### config.mk
export PLATFORM = sky130hd
export DESIGN_NAME = tanh_pwl_pipe
export DESIGN_NICKNAME = d
export VERILOG_FILES = /design/src/rtl/tanh_pwl_pipe.sv
export SDC_FILE = /design/constraint.sdc
export NUM_CORES = 1
export LEC_CHECK = 0
export ABC_AREA = 1
export CORE_UTILIZATION = 58
export DETAILED_ROUTE_END_ITERATION = 16
export PLACE_DENSITY = 0.84
export SETUP_SLACK_MARGIN = 0.05
export SLEW_MARGIN = 25
export SYNTH_ARGS = -nofsm -noshare
export SYNTH_HDL_FRONTEND = slang
export SYNTH_SLANG_ARGS = --single-unit
### constraint.sdc
create_clock -name clk -period 2.7 [get_ports clk]
set_clock_uncertainty 0.1 [all_clocks]
set_input_delay 0.27 -clock clk [delete_from_list [all_inputs] [get_ports clk]]
set_output_delay 0.27 -clock clk [all_outputs]
set_load 0.02 [all_outputs]
### src/rtl/tanh_pwl_pipe.sv
// Three-stage pipelined 4-segment piecewise-linear tanh on a valid/ready stream.
// Optional sigmoid mode (mode_sig port) is enabled by defining TANH_PWL_SIGMOID_EN.
module tanh_pwl_pipe #(
    parameter int DATA_W = 8,
    parameter int FRAC_W = 4,
    parameter int CNT_W  = 16
) (
    input  logic              clk,
    input  logic              rst,
    input  logic [DATA_W-1:0] in_data,
    input  logic              in_valid,
    output logic              in_ready,
    output logic [DATA_W-1:0] out_data,
    output logic              out_valid,
    input  logic              out_ready,
`ifdef TANH_PWL_SIGMOID_EN
    input  logic              mode_sig,
`endif
    output logic [CNT_W-1:0]  sat_cnt
);

    localparam logic [DATA_W-1:0] ONE_C     = DATA_W'(1'b1) << FRAC_W;
    localparam logic [DATA_W-1:0] HALF_C    = ONE_C >> 1;
    localparam logic [DATA_W-1:0] QUARTER_C = ONE_C >> 2;
    localparam logic [DATA_W-1:0] TWO_C     = ONE_C << 1;
    localparam logic [DATA_W-1:0] MAX_C     = ONE_C - DATA_W'(1'b1);
    localparam logic [DATA_W-1:0] MIN_NEG_C = {1'b1, {(DATA_W-1){1'b0}}};
    localparam logic [CNT_W-1:0]  CNT_MAX_C = {CNT_W{1'b1}};

    typedef enum logic [1:0] {
        REG_R0 = 2'd0,
        REG_R1 = 2'd1,
        REG_R2 = 2'd2,
        REG_R3 = 2'd3
    } region_e;

    function automatic region_e classify(input logic [DATA_W-1:0] a, input logic min_neg);
        region_e r;
        if (min_neg || (a >= TWO_C)) begin
            r = REG_R3;
        end else if (a >= ONE_C) begin
            r = REG_R2;
        end else if (a >= HALF_C) begin
            r = REG_R1;
        end else begin
            r = REG_R0;
        end
        return r;
    endfunction

    function automatic logic [DATA_W-1:0] seg_mag(input logic [DATA_W-1:0] a, input region_e r);
        logic [DATA_W-1:0] m;
        case (r)
            REG_R0:  m = a;
            REG_R1:  m = (a >> 1) + QUARTER_C;
            REG_R2:  m = (a >> 2) + HALF_C;
            REG_R3:  m = MAX_C;
            default: m = MAX_C;
        endcase
        if (m > MAX_C) begin
            m = MAX_C;
        end
        return m;
    endfunction

    // Stage registers
    logic              s1_valid_r, s1_sign_r, s1_mode_r;
    logic [DATA_W-1:0] s1_abs_r;
    region_e           s1_region_r;
    logic              s2_valid_r, s2_sign_r, s2_mode_r;
    logic [DATA_W-1:0] s2_mag_r;

    logic              s1_en_s, s2_en_s, s3_en_s, in_xfer_s, mode_s;
    logic [DATA_W-1:0] pre_s, abs_s, mag_s, tanh_s, tanh_sh_s, res_s;
    logic              sign_s;
    region_e           region_s;

    // A stage may load when it is empty or its contents leave in the same cycle
    assign s3_en_s   = !out_valid || out_ready;
    assign s2_en_s   = !s2_valid_r || s3_en_s;
    assign s1_en_s   = !s1_valid_r || s2_en_s;
    assign in_ready  = s1_en_s;
    assign in_xfer_s = in_valid && s1_en_s;

    // Front end: optional sigmoid pre-shift, sign/abs and region classification
    always_comb begin
`ifdef TANH_PWL_SIGMOID_EN
        mode_s = mode_sig;
        if (mode_sig) begin
            pre_s = $signed(in_data) >>> 1;
        end else begin
            pre_s = in_data;
        end
`else
        mode_s = 1'b0;
        pre_s  = in_data;
`endif
        sign_s = pre_s[DATA_W-1];
        if (sign_s) begin
            abs_s = ~pre_s + DATA_W'(1'b1);
        end else begin
            abs_s = pre_s;
        end
        region_s = classify(abs_s, pre_s == MIN_NEG_C);
    end

    // S2 segment evaluation
    always_comb begin
        mag_s = seg_mag(s1_abs_r, s1_region_r);
    end

    // S3 sign restore and optional sigmoid remap; shift is kept in its own step to stay arithmetic
    always_comb begin
        if (s2_sign_r) begin
            tanh_s = ~s2_mag_r + DATA_W'(1'b1);
        end else begin
            tanh_s = s2_mag_r;
        end
        tanh_sh_s = $signed(tanh_s) >>> 1;
        if (s2_mode_r) begin
            res_s = tanh_sh_s + HALF_C;
        end else begin
            res_s = tanh_s;
        end
    end

    // S1 register: sign, magnitude, region, mode
    always_ff @(posedge clk) begin
        if (rst) begin
            s1_valid_r  <= 1'b0;
            s1_sign_r   <= 1'b0;
            s1_mode_r   <= 1'b0;
            s1_abs_r    <= '0;
            s1_region_r <= REG_R0;
        end else if (s1_en_s) begin
            s1_valid_r <= in_valid;
            if (in_valid) begin
                s1_sign_r   <= sign_s;
                s1_mode_r   <= mode_s;
                s1_abs_r    <= abs_s;
                s1_region_r <= region_s;
            end
        end
    end

    // S2 register: output magnitude
    always_ff @(posedge clk) begin
        if (rst) begin
            s2_valid_r <= 1'b0;
            s2_sign_r  <= 1'b0;
            s2_mode_r  <= 1'b0;
            s2_mag_r   <= '0;
        end else if (s2_en_s) begin
            s2_valid_r <= s1_valid_r;
            if (s1_valid_r) begin
                s2_sign_r <= s1_sign_r;
                s2_mode_r <= s1_mode_r;
                s2_mag_r  <= mag_s;
            end
        end
    end

    // S3 register drives the output stream; held while downstream stalls
    always_ff @(posedge clk) begin
        if (rst) begin
            out_valid <= 1'b0;
            out_data  <= '0;
        end else if (s3_en_s) begin
            out_valid <= s2_valid_r;
            if (s2_valid_r) begin
                out_data <= res_s;
            end
        end
    end

    // Saturation counter, updated on the edge the sample enters S1; sticks at all-ones
    always_ff @(posedge clk) begin
        if (rst) begin
            sat_cnt <= '0;
        end else if (in_xfer_s && (region_s == REG_R3) && (sat_cnt != CNT_MAX_C)) begin
            sat_cnt <= sat_cnt + CNT_W'(1'b1);
        end
    end

endmodule

# --- Word-level counts from Yosys, hierarchy flattened ---
# Index checks and enable logic that the tools add are counted.
word_totals:
  output_inout_bits: 26
  word_cells: 48
  regBits: 47
  input_bits: 12
op_classes:
  addsub: 5
  reduce_logical: 14
  n_lt_le_gt_ge: 4
  mux: 7
  n_bitwise: 2
  n_eq_ne: 6
ops:
  columns: ["cell", "n"]
  rows:
  - ["case mux 8 bit (4 select lines)", 1]
  - ["two-way mux 8 bit", 3]
  - ["adder 16 x 1 -> 16 bit, second input constant", 1]
  - ["adder 8 x 1 -> 8 bit, second input constant", 2]
  - ["!= test 16 bit, second input constant", 1]
  - ["NOT 8 bit", 2]
  - ["adder 7 x 3 -> 8 bit, second input constant", 1]
  - ["equality test 8 bit, second input constant", 1]
  - [">= comparator 8 x 4 -> 1 bit, second input constant", 1]
  - [">= comparator 8 x 5 -> 1 bit, second input constant", 1]
  - [">= comparator 8 x 6 -> 1 bit, second input constant", 1]
  - ["greater-than comparator 8 x 4 -> 1 bit, second input constant", 1]
  - ["adder 6 x 4 -> 7 bit, second input constant", 1]
  - ["equality test 2 bit, second input constant", 3]
  - ["AND reduction 2 bit", 3]
  - ["logical OR 1 bit", 4]
  - ["two-way mux 2 bit", 2]
  - ["logical AND 1 bit", 3]
  - ["logical NOT 1 bit", 3]
  - ["equality test 2 x 1 -> 1 bit, second input constant", 1]
  - ["logical NOT 2 bit", 1]
  - ["two-way mux 1 bit", 1]

# --- Depth between registers and ports, before layout ---
depth:
  word_depth: 10
  ltp_mapped: 12
  ltp_nobuf: 12

# --- Worst setup path before layout ---
# OpenSTA, ideal clock, no wires.
synth_path:
  path_type: "register to register"
  from: "register sat_cnt[0]"
  to: "register sat_cnt[10]"
  setup_slack_ns: 0.887
  setup_time_ns: 0.132
  path_buffers: 1
  path_stages_with_launch: 8
  synth_period_minus_slack_ns: 1.813
  arrival_ns: 1.581
  required_ns: 2.468
  cell_sequence: "dfxtp_1 -> ha_1 -> nand3_2 -> nor2_4 -> nand4_4 -> clkbuf_1 -> nand4_1 -> a21oi_1"
synth_between:
  elab_chain_cells: 2
synth_lines:
  columns: ["item", "line_no", "text"]
  rows:
  - ["start: declaration", "19", "output logic [CNT_W-1:0] sat_cnt"]
  - ["start signal: assignment", "181", "sat_cnt <= sat_cnt + CNT_W'(1'b1);"]
  - ["branches (longest 2 deep; another with adder 16 x 1 -> 16 bit)", null, null]
# Parallel ways; which one is timed is not known.
# A chain may end at the register's enable or synchronous reset.

# --- Final worst setup path ---
layout_path:
  from: "input out_ready"
  to: "output in_ready"
layout_between:
  elab_chain_cells: 3
layout_lines:
  columns: ["item", "line_no", "text"]
  rows:
  - ["start: declaration", "15", "input logic out_ready,"]
  - ["logical OR 1 bit", "79", "assign s3_en_s = !out_valid || out_ready;"]
  - ["logical OR 1 bit", "80", "assign s2_en_s = !s2_valid_r || s3_en_s;"]
  - ["logical OR 1 bit", "81", "assign s1_en_s = !s1_valid_r || s2_en_s;"]
  - ["end: declaration", "12", "output logic in_ready,"]
# No other way between the ends.

==> metrics.md <==
| Metric | Value |
|---|---|
| Run status | `finished clean` |
| Top_reg_cell synth | `sky130_fd_sc_hd__dfxtp_1` |
| Ordered cell list for the critical path | `clkdlybuf4s50_1 > inv_1 > nand2_1 > nor2_1 > nand2_1 > clkdlybuf4s50_1` |
| Crit path max-delay family | `buffers and inverters` |
| Worst setup slack for register-to-register paths | `0.72 ns` |
| Highest signal layer in the routed design | `met4` |
| Total cell area at the placement stage | `3000 sq um` |
| DIE AREA | `4777 sq um` |
| Vias in the first global route | `2,412` |
| Number of nets in the synthesized netlist | `391` |
| Total CTS buffers | `5` |
| Antenna violations before repair | `0` |
| Combinational cell fraction of total power | `0.153` |
| Register bit count reported by yosys | `47` |
| Post-synthesis instance area | `2613 sq um` |
| Overall routing resource usage | `0.2597` |
| Number of hold buffers added after CTS | `0` |
| Final global-route overflow total | `0` |
| Number of unique standard cell types used by synthesis | `34` |
| Relative slew margins | `0.6921` |
| Area grow syn2layout | `19.16%` |
| Post-place setup slack | `0.4516 ns` |
| Wire length of the first global-routing pass | `10,250 microns` |
| Met2 wire length | `2785 microns` |
| Maximum number of pins on one net before global-route repair | `30` |
| FILL cells | `357` |
| Met1 wire length | `2458 microns` |
| Post-layout minimum cycle time | `1.995 ns` |
| Worst Setup End Kind | `output pin` |
| Share of cell area taken by muxes after synthesis | `0` |
| Max VDD drop | `0.3334 mV` |
| Fraction of power spent switching nets | `0.2730` |
| Clock root buffer | `sky130_fd_sc_hd__clkbuf_8` |
| Peak clock frequency supported by timing | `501.3 MHz` |
| Core region area | `4354 sq um` |
| I/O pins | `38` |
| Worst Hold Class | `flip-flop to flip-flop` |
| Number of failing setup endpoints in the final timing report | `0` |
| Least setup slack across all paths after layout | `0.7051 ns` |
| Average wire length per cell after detail routing | `12.39 microns` |
| Dominant combinational cell family by area after synthesis | `simple AND/OR/NAND/NOR gates` |
| Ratio of final minimum period to clock period | `0.7388` |
| Setup TNS Final | `0 ns` |
| Setup CP Type | `primary input to output pin` |
| Slew at the pin with the worst max-slew slack | `0.4613 ns` |
| Net count, final | `425` |
| Routed length on met3 | `311 microns` |
| Slew Viols, Final | `0` |
| Data required time of the critical path | `2.33 ns` |
| Xor/xnor share of the synthesized area | `0.06034` |
| Width of the die | `69.12 microns` |
| Number of synthesized flops with an enable pin | `0` |
| Max-cap viol count | `0` |
| Number of failing hold endpoints at the final stage | `0` |
| Site Rows | `24` |
| Delay of the slowest cell on the worst path | `0.62 ns` |
| Critical Path Source Type | `primary input` |
| Via total after detailed routing | `2,594` |
| CTS HTree Levels | `2` |
| WP data arrival | `1.62 ns` |
| Setup fix buffers added after clock tree synthesis | `0` |
| Count of buffers from port buffering | `37` |
| # DRC | `0` |
| Share of synthesized flip-flops with an asynchronous set or reset | `0` |
| Highest-count cells in the layout ignoring fill and taps | `sky130_fd_sc_hd__nand2_1 (72), sky130_fd_sc_hd__inv_1 (47), sky130_fd_sc_hd__dfxtp_1 (47), sky130_fd_sc_hd__a21oi_1 (40), sky130_fd_sc_hd__clkdlybuf4s50_1 (37)` |
| Clock slew at reported path FFs | `0.09 ns` |
| Effective utilization at floorplan | `0.6000` |
| Buffers and inverters on the worst path | `3` |
| Synthesis Warnings | `0` |
| Area of all placed cells without fillers | `3113 sq um` |
| Portion of total power attributed to sequential cells | `0.500` |
| Power density of the placed cells | `480.9 nW/um^2` |
| TritonCTS clock tree | `done` |
| Number of nets with antenna violations after routing | `0` |
| Critical Path Fanout Max | `3` |
| Iteration count of the initial detailed-routing pass | `4` |
| Internal cell power | `1.088 mW` |
| Placer's final routability congestion estimate | `0.9014` |
| Commonest non-fill, non-tap cell in the layout | `sky130_fd_sc_hd__nand2_1` |
| Dpl hpwl | `4048 microns` |
| Sequential fraction of the synthesis area | `0.3602` |
| Simple-gate share of the synthesized area | `0.2941` |
| Clock Path Buffers | `2` |
| Total power | `1.497 mW` |
| Mapped Cells | `374` |
| Compound-gate portion of the synthesized area | `0.1614` |
| Leakage component of the power | `1.282 nW` |
| Count of instances resized after the clock tree is built | `0` |
| WHS | `0.3697 ns` |
| Die Y | `69.12 microns` |
| Slowest-stage cell, CP | `sky130_fd_sc_hd__clkdlybuf4s50_1` |
| Ratio of cells with drive above 1 in the final layout | `0.06601` |
| Antenna diode count | `0` |
| Drt total wl | `5710 microns` |
| Clk pwr share | `0.348` |
| Post-Synth Adder-Cell Area | `0.02395` |
| Psw | `408.6 uW` |
| Clock tree sinks | `47` |
| Clock latency on the worst-skew pair | `0.31 ns` |
| Setup repair after global routing missed its margin | `no` |
| Average cell area after synthesis | `6.985 sq um` |
| Via/cell ratio | `5.627` |
| First-iteration detailed-routing DRC count | `130` |
==> tightest hold or removal path, stage by stage (launching register included) <==
cell and delay [ns]:
sky130_fd_sc_hd__dfxtp_1 0.33, sky130_fd_sc_hd__nand2_1 0.07, sky130_fd_sc_hd__nor2_1 0.04
==> per-stage QoR <==
step / std cells / utilization
2_1_floorplan: 374 / -
3_3_place_gp: 453 / 0.6891
3_5_place_dp: 453 / 0.6891
4_1_cts: 461 / 0.7149
5_1_grt: 461 / 0.7149
6_report: 461 / 0.7149
==> sequential cells by signal (all words and copies together), names as in the netlist <==
| signal | cells |
|---|---|
| s2_valid_r | 1 |
| out_valid | 1 |
| s2_mag_r | 8 |
| out_data | 8 |
| sat_cnt | 16 |
| s1_abs_r | 8 |
| s1_valid_r | 1 |
| s1_sign_r | 1 |
| s1_region_r | 2 |
| s2_sign_r | 1 |
==> final cells by class <==
type	instances	area [sq um]	share of cell area
well taps	52	65.06	0.02090
repair buffers	40	392.9	0.1262
inverters	51	191.4	0.06150
flip-flops and latches	47	940.9	0.3023
clock inverters	3	43.79	0.01407
multi-input cells	263	1410	0.4530
clock buffers	5	68.82	0.02211
==> power by group through the flow <==
stage | logic, mW | clock network [mW] | registers, mW
after global placement | 0.221 | 0 | 0.762
after detailed placement | 0.226 | 0 | 0.764
after floorplan | 0.153 | 0 | 0.768
after global routing | 0.261 | 0.554 | 0.753
after CTS | 0.229 | 0.534 | 0.747
final | 0.229 | 0.520 | 0.748
==> worst paths after layout <==
path / startpoint / endpoint / depth (start not counted)
worst max-delay path: out_ready / in_ready / 6
worst min-delay path: s2_mag_r[7] / s2_mag_r[7] / 2
worst max register to register: sat_cnt[0] / sat_cnt[14] / 7
worst min register to register: s2_mag_r[7] / s2_mag_r[7] / 2
==> kinds of logic after synthesis <==
family | Yosys count
simple gates | 162
buf+inv | 64
compound gates | 78
fa+ha+maj | 5
flops | 47
xor+xnor | 18
==> routing by layer <==
metal | vias to the layer above | GRT usage
met1 | 1177 | 0.3164
met2 | 90 | 0.4444
met5 | - | 0
met4 | 0 | 0.1111
met3 | 20 | 0.04971
li1 | 1307 | -
==> cell usage after synthesis, drive strengths merged (5+ instances only) <==
library cell	n	area [sq um]
nand3	23	137.6
nor3	6	35.03
xnor2	8	70.07
inv	50	187.7
nor2	38	160.2
ha	5	62.56
dfxtp	47	940.9
nand4	19	133.9
buf	6	43.79
nand2	74	287.8
xor2	10	87.58
clkbuf	7	26.28
o21ai	26	130.1
a21oi	40	200.2
(Power assumes the default switching activity.)
